<file path="config.mk">
export PLATFORM = sky130hd
export DESIGN_NAME = bist_controller
export DESIGN_NICKNAME = d
export VERILOG_FILES = /design/src/rtl/bist_controller.sv
export SDC_FILE = /design/constraint.sdc
export NUM_CORES = 1
export LEC_CHECK = 0
export ABC_AREA = 1
export CORE_MARGIN = 3
export CORE_UTILIZATION = 53
export DETAILED_ROUTE_END_ITERATION = 8
export PLACE_DENSITY = 0.91
export SKIP_LAST_GASP = 1
export SYNTH_ARGS = -nofsm -noshare
export SYNTH_HDL_FRONTEND = slang
export SYNTH_SLANG_ARGS = --single-unit
export TNS_END_PERCENT = 100
</file>
<file path="constraint.sdc">
create_clock -name clk -period 3.7 [get_ports clk]
set_input_delay 0.555 -clock clk [delete_from_list [all_inputs] [get_ports clk]]
set_output_delay 0.555 -clock clk [all_outputs]
set_load 0.01 [all_outputs]
</file>
<file path="src/rtl/bist_controller.sv">
// BIST sequencer for a 6:3 counter: seeds a 3-bit MISR, compacts N_PATTERNS
// responses, compares against a golden signature and reports pass/fail.
module bist_controller #(
  parameter int         N_PATTERNS = 63,
  parameter logic [2:0] GOLDEN_SIG = 3'b000,
  parameter logic [2:0] MISR_SEED  = 3'b000
) (
  input  logic       clk,
  input  logic       reset,
  input  logic       start,
  input  logic       abort,
  input  logic [2:0] cut_sum,
  output logic       lfsr_rst,
  output logic       busy,
  output logic       done,
  output logic       pass,
  output logic [2:0] signature
);

  typedef enum logic [2:0] {
    S_IDLE,
    S_INIT,
    S_RUN,
    S_CMP,
    S_DONE
  } state_e;

  localparam logic [6:0] LAST = 7'(N_PATTERNS);

  state_e     state_q, state_d;
  logic [6:0] cnt_q, cnt_d;
  logic [6:0] cnt_inc;
  logic [2:0] sig_q, sig_d;
  logic [2:0] misr_nxt;
  logic       pass_q, pass_d;

  // x^3+x+1 shift with the response folded in
  assign misr_nxt = {sig_q[1], sig_q[0] ^ sig_q[2], sig_q[2]} ^ cut_sum;
  assign cnt_inc  = cnt_q + 7'd1;

  always_comb begin
    state_d = state_q;
    cnt_d   = cnt_q;
    sig_d   = sig_q;
    pass_d  = 1'b0;
    unique case (state_q)
      S_IDLE: begin
        if (start) state_d = S_INIT;
      end
      S_INIT: begin
        if (abort) begin
          state_d = S_IDLE;
        end else begin
          sig_d   = MISR_SEED;
          cnt_d   = '0;
          state_d = S_RUN;
        end
      end
      S_RUN: begin
        if (abort) begin
          state_d = S_IDLE;
        end else begin
          sig_d = misr_nxt;
          cnt_d = cnt_inc;
          if (cnt_inc == LAST) state_d = S_CMP;
        end
      end
      S_CMP: begin
        pass_d  = (sig_q == GOLDEN_SIG);
        state_d = S_DONE;
      end
      S_DONE: begin
        pass_d = pass_q;
        if (start) state_d = S_INIT;
      end
      default: state_d = S_IDLE;
    endcase
  end

  always_ff @(posedge clk or posedge reset) begin
    if (reset) begin
      state_q <= S_IDLE;
      cnt_q   <= '0;
      sig_q   <= MISR_SEED;
      pass_q  <= 1'b0;
    end else begin
      state_q <= state_d;
      cnt_q   <= cnt_d;
      sig_q   <= sig_d;
      pass_q  <= pass_d;
    end
  end

  assign busy      = (state_q == S_INIT) || (state_q == S_RUN);
  assign done      = (state_q == S_DONE);
  assign lfsr_rst  = (state_q != S_RUN);
  assign pass      = pass_q;
  assign signature = sig_q;

endmodule

</file>
==> impl_metrics.env, run 1 <==
export IMPL_status="finished, final reports clean"
export IMPL_first_iter_violations=22
export IMPL_crit_arrival_ns=1.61
export IMPL_finClkSkew_ns=0.008688
export IMPL_ys_seq_elements=14
export IMPL_synth_top_area_share_pct=46.36
export IMPL_synth_area_leaders="dfrtp_1 (46%), nand2_1 (11%), inv_1 (8.4%)"
export IMPL_synthCells=95
export IMPL_maxCapViolations=0
export IMPL_cts_max_level=1
export IMPL_clk_latency_ns=0.29
export IMPL_critPathKind="flop to primary output"
export IMPL_core_um2=1216
export IMPL_grt_pass1_vias=672
export IMPL_ys_types=21
export IMPL_period_minus_slack_ns=2.169
export IMPL_hold_buffers=0
export IMPL_multi_input_area_um2=330.3
export IMPL_p_int_w=0.0003669
export IMPL_powerDensity_nw_per_um2=639.2
export IMPL_post_cts_resized=0
export IMPL_switching_share_pct=38.43
export IMPL_ir_drop_mv=0.4088
export IMPL_drive_gt1_share_pct=9.910
export IMPL_die_area_um2=1915
export IMPL_drt_first_pass_iters=6
export IMPL_clockRootBuffer="clkbuf_4"
export IMPL_leakage_nw=0.4140
export IMPL_fmax_mhz=461.1
export IMPL_required_ns=3.14
export IMPL_slew_headroom_pct=44.30
export IMPL_p_comb_share_pct=41.0
export IMPL_die_w_um=43.76
export IMPL_setup_tns_ns=0
export IMPL_fillers=94
export IMPL_clk_pin_slew_worst_paths_ns=0.09
export IMPL_ant_nets=0
export IMPL_viasPerCell=5.360
export IMPL_slew_viol_final=0
export IMPL_hold_viol=0
export IMPL_cts_num_sinks=14
export IMPL_fin_crit_sh_pct=58.62
export IMPL_finalWeightedCongestion=0.8496
export IMPL_initial_utilization_pct=62.14
export IMPL_syn_nets=104
export IMPL_setup_viol=0
export IMPL_drt_total_wl_mm=1.578
export IMPL_sequentialPowerShare_pct=40.1
export IMPL_rows=12
export IMPL_synth_edf_count=0
export IMPL_startpoint_type="flop"
export IMPL_grt_setup_unrepaired="no"
export IMPL_worst_pin_slew_ns=0.8355
export IMPL_synth_main_ff_cell="dfrtp_1"
export IMPL_cts_repair_timing_setup_buffer_count=0
export IMPL_p_clk_share_pct=18.8
export IMPL_fin_nets=121
export IMPL_timing_hold_ws_ns=0.5031
export IMPL_vias=670
export IMPL_portBuffers=13
export IMPL_syn_area_um2=755.7
export IMPL_async_flop_share_pct=100.0
export IMPL_clock_path_buffers=2
export IMPL_diodes=0
export IMPL_grt_pass1_wl_mm=2.753
export IMPL_grt_max_degree=15
export IMPL_seq_area_um2=350.3
export IMPL_antenna_found_initial=0
export IMPL_syn_area_per_cell_um2=7.955
export IMPL_critPathMaxFanout=5
export IMPL_yosysWarnings=0
export IMPL_p_sw_w=0.0002290
export IMPL_hold_path_class="flop to flop"
export IMPL_end_kind="primary output"
export IMPL_grt_total_usage_pct=19.05
export IMPL_dp_hpwl_mm=1.168
export IMPL_io_pins=14
export IMPL_wl_per_cell_um=12.62
export IMPL_die_h_um=43.76
export IMPL_ys_seq_area_share_pct=46.36
export IMPL_cts_buffers=3
export IMPL_grt_ovfl_total=0
export IMPL_area_growth_pct=23.34
export IMPL_cts_tree="yes"
export IMPL_drc_errors=0
export IMPL_yosys_area_top_type="dfrtp_1"
[critical path, stage by stage (launching register included)]
cell             delay [ns]
dfrtp_1                0.45
inv_1                  0.12
nand3_2                0.12
nand2_1                0.09
clkdlybuf4s50_1        0.54
[cell usage in the layout, fill, tap and decap left out, types with 2 or more instances in the layout]
master and count:
nand2_1 23, inv_1 17, dfrtp_1 14, clkdlybuf4s50_1 13, o22ai_1 7, nor2_1 6, nand3_1 4, o21ai_1 4
clkbuf_4 3, nand2_2 2, nand4_1 2, o21ai_0 2, nor2_2 2, xnor2_1 2, ha_1 2
[power groups by stage]
stage / combinational (W) / clock [W] / sequential (W)
after global routing: 0.000272 / 0.000121 / 0.000243
after CTS: 0.000245 / 0.000113 / 0.000236
after global placement: 0.000235 / 0 / 0.000237
after detailed placement: 0.000243 / 0 / 0.000238
final: 0.000244 / 0.000112 / 0.000239
after floorplan: 0.000148 / 0 / 0.000237
[synth_stat cells (2+ instances only)]
cell type,instances
nor2_1,6
dfrtp_1,14
nand4_1,2
xnor2_1,2
o22ai_1,7
nand3_1,4
nand2_1,23
ha_1,2
inv_1,17
nor2_2,2
o21ai_1,4
nand2_2,2
o21ai_0,2
[layer usage]
layer	wire length, um	GRT usage, %	share of wire (%)
met5	0	0	0
met4	15	10.24	0.95
met3	83	2.905	5.3
met2	757	30.23	48
met1	723	24.62	46
[flip-flops by register name (all words and copies together), names as in the netlist]
name	count
cnt_q	7
signature	3
state_q	3
pass	1
[metrics by stage]
stage / setup WS (ns) / power (W) / instances / util [%] / cell area [um2]
6_report: 1.531 / 0.0005958 / 125 / 76.65 / 932.1
5_1_grt: 1.476 / 0.0006357 / 125 / 76.65 / 932.1
4_1_cts: 1.542 / 0.0005946 / 125 / 76.65 / 932.1
3_5_place_dp: 1.681 / 0.0004808 / 121 / 73.66 / 895.9
3_3_place_gp: 1.774 / 0.0004719 / 121 / 73.66 / 895.9
2_1_floorplan: 2.386 / 0.0003852 / 95 / - / 755.7
[logic make-up after synthesis]
logic type | after synthesis | synth area share (%)
DFF | 14 | 46.36
xor gates and xnor gates | 3 | 3.477
buffers and inverters | 19 | 9.934
and+or+nand+nor | 42 | 25.49
adders and majority gates | 2 | 3.311
AOI/OAI and AO/OA | 15 | 11.42
[path summary, 6_finish.rpt]
kind	start	endpoint	slack, ns	cells after the start
max in group asynchronous	reset	cnt_q[4]$_DFFE_PP0P_	2.74	2
hold / removal	pass$_DFFE_PP0P_	pass$_DFFE_PP0P_	0.50	2
setup / recovery	state_q[0]$_DFFE_PP0P_	busy	1.53	4
min in group asynchronous	reset	signature[1]$_DFFE_PP0P_	0.60	2
setup reg to reg	state_q[0]$_DFFE_PP0P_	cnt_q[4]$_DFFE_PP0P_	1.99	4
hold reg to reg	pass$_DFFE_PP0P_	pass$_DFFE_PP0P_	0.50	2
[layout make-up]
class | count | share of cell area, %
sequential | 14 | 37.58
multi-input combinational | 62 | 35.44
timing repair buffer | 13 | 13.96
inverter | 18 | 7.248
clock buffer | 4 | 3.893
tap | 14 | 1.879
Power figures use the tool's default switching activity.
==> run 2, diff against run 1 <==
--- a/config.mk
+++ b/config.mk
@@ -7,9 +7,9 @@
 export LEC_CHECK = 0
 export ABC_AREA = 1
 export CORE_MARGIN = 3
-export CORE_UTILIZATION = 53
+export CORE_UTILIZATION = 44
 export DETAILED_ROUTE_END_ITERATION = 8
-export PLACE_DENSITY = 0.91
+export PLACE_DENSITY = 0.82
 export SKIP_LAST_GASP = 1
 export SYNTH_ARGS = -nofsm -noshare
 export SYNTH_HDL_FRONTEND = slang
==> constraint.sdc (replaced) <==
create_clock -name clk -period 1.98 [get_ports clk]
set_input_delay 0.297 -clock clk [delete_from_list [all_inputs] [get_ports clk]]
set_output_delay 0.297 -clock clk [all_outputs]
set_load 0.01 [all_outputs]
==> run 2 against run 1 <==
Net effect: sequential share of layout area down 0.60 points; combinational power is 96% higher; critical endpoint unchanged; core utilization down 16 points; highest routed layer unchanged; clock power up 88%; critical path depth unchanged; via count decreased by 0.75%; first-iteration DRC count is 18% lower; sequential power up 88%.
==> impl_metrics.env, run 2 (synthesized netlist as in run 1, its figures left out) <==
export IMPL_largest_register="cnt_q"
export IMPL_ir_drop_mv=0.8440
export IMPL_final_cell_mix="nand2_1 (23), inv_1 (17), dfrtp_1 (14)"
export IMPL_layout_commonest_cell="nand2_1"
export IMPL_startpoint_type="flop"
export IMPL_setup_viol=0
export IMPL_grt_setup_unrepaired="yes"
export IMPL_period_minus_slack_ns=1.888
export IMPL_diodes=0
export IMPL_grt_max_degree=15
export IMPL_post_cts_resized=0
export IMPL_required_ns=1.68
export IMPL_dp_hpwl_mm=1.151
export IMPL_die_area_um2=2251
export IMPL_crit_arrival_ns=1.59
export IMPL_fmax_mhz=529.6
export IMPL_hold_viol=0
export IMPL_critPathLaunch="state_q[2]$_DFFE_PP0P_"
export IMPL_io_pins=14
export IMPL_cts_repair_timing_setup_buffer_count=0
export IMPL_design_power_total_w=0.001139
export IMPL_setup_tns_ns=0
export IMPL_final_cell_area_um2=947.2
export IMPL_antenna_found_initial=0
export IMPL_hold_path_class="input port to async pin"
export IMPL_powerDensity_nw_per_um2=1203
export IMPL_post_place_ws_ns=0.4113
export IMPL_end_kind="primary output"
export IMPL_clk_latency_ns=0.28
export IMPL_cts_buffers=3
export IMPL_cts_max_level=1
export IMPL_worst_slack_ns=0.09195
export IMPL_slew_headroom_pct=65.91
export IMPL_fin_crit_sh_pct=95.36
export IMPL_wl_per_cell_um=12.44
export IMPL_first_iter_violations=18
export IMPL_hold_buffers=0
export IMPL_core_um2=1559
export IMPL_clockRootBuffer="clkbuf_4"
export IMPL_drc_errors=0
export IMPL_initial_utilization_pct=48.48
export IMPL_critPathKind="flop to primary output"
export IMPL_largest_register_ffs=7
export IMPL_maxCapViolations=0
export IMPL_viasPerCell=5.195
export IMPL_status="finished, final reports clean"
export IMPL_cts_num_sinks=14
export IMPL_grt_ovfl_total=0
export IMPL_worst_pin_slew_ns=0.5107
export IMPL_portBuffers=13
export IMPL_place_area_um2=905.9
export IMPL_rows=14
export IMPL_finClkSkew_ns=0.001248
export IMPL_finalWeightedCongestion=0.7522
export IMPL_drive_gt1_share_pct=11.61
export IMPL_r2r_start="cnt_q[1]$_DFFE_PP0P_"
export IMPL_drt_first_pass_iters=4
export IMPL_slew_viol_final=0
export IMPL_critPathMaxFanout=4
export IMPL_timing_hold_ws_ns=0.3311
export IMPL_fin_nets=122
export IMPL_ff2ff_setup_slack_ns=0.53
export IMPL_grt_pass1_vias=650
export IMPL_die_h_um=47.45
export IMPL_area_growth_pct=25.33
export IMPL_drt_total_wl_mm=1.592
export IMPL_leakage_nw=0.4217
export IMPL_vias=665
export IMPL_grt_pass1_wl_mm=2.808
export IMPL_cts_tree="yes"
export IMPL_ant_nets=0
export IMPL_clk_pin_slew_worst_paths_ns=0.09
export IMPL_die_w_um=47.45
export IMPL_clock_path_buffers=2
export IMPL_grt_total_usage_pct=18.42
run 2: cell count changes in the layout (fill, tap and decap cells not counted):
cell | previous run | this run
buf_4 | 0 | 1
nor3_1 | 1 | 0
nor3_2 | 0 | 1
run 2: worst paths after layout:
check                                                 to  cells after the start
max in group asynchronous           cnt_q[6]$_DFFE_PP0P_                      2
worst max-delay path                                busy                      4
worst max register to register    state_q[0]$_DFFE_PP0P_                     11
min in group clk                        pass$_DFFE_PP0P_                      2
worst min-delay path            signature[0]$_DFFE_PP0P_                      2
worst min register to register          pass$_DFFE_PP0P_                      2
run 2: area by class of cell:
| cell class | instances | area [um2] |
|---|---|---|
| clock buffer | 4 | 36.28 |
| inverter | 18 | 67.56 |
| fill | 135 | 611.8 |
| multi-input combinational | 62 | 335.3 |
| sequential | 14 | 350.3 |
| tap | 16 | 20.02 |
| timing repair buffer | 14 | 137.6 |
run 2: where the power goes:
group	internal [W]	switching, W	leakage, nW
combinational	0.000224	0.000255	0.211
clock	0.000112	0.0000980	0.0210
sequential	0.000360	0.0000906	0.190
run 2: routing by layer:
| metal | wire (um) | vias up | share of wire [%] | global-route usage (%) |
|---|---|---|---|---|
| met3 | 47 | 4 | 3.0 | 5.263 |
| met1 | 712 | 304 | 45 | 22.65 |
| li1 | - | 338 | - | - |
| met5 | 0 | - | 0 | 0 |
| met2 | 777 | 19 | 49 | 28.88 |
| met4 | 55 | 0 | 3.5 | 10.50 |
run 2: through the flow:
step	util (%)	std cells
final	60.75	128
after CTS	60.43	128
after global routing	60.75	128
after global placement	58.11	124
after floorplan	-	95
after detailed placement	58.11	124
run 2: worst max-delay path, cell delays in order, from the launching register on:
cell	delay, ns
dfrtp_1	0.39
inv_1	0.15
nand3_2	0.16
nand2_1	0.08
clkdlybuf4s50_1	0.53
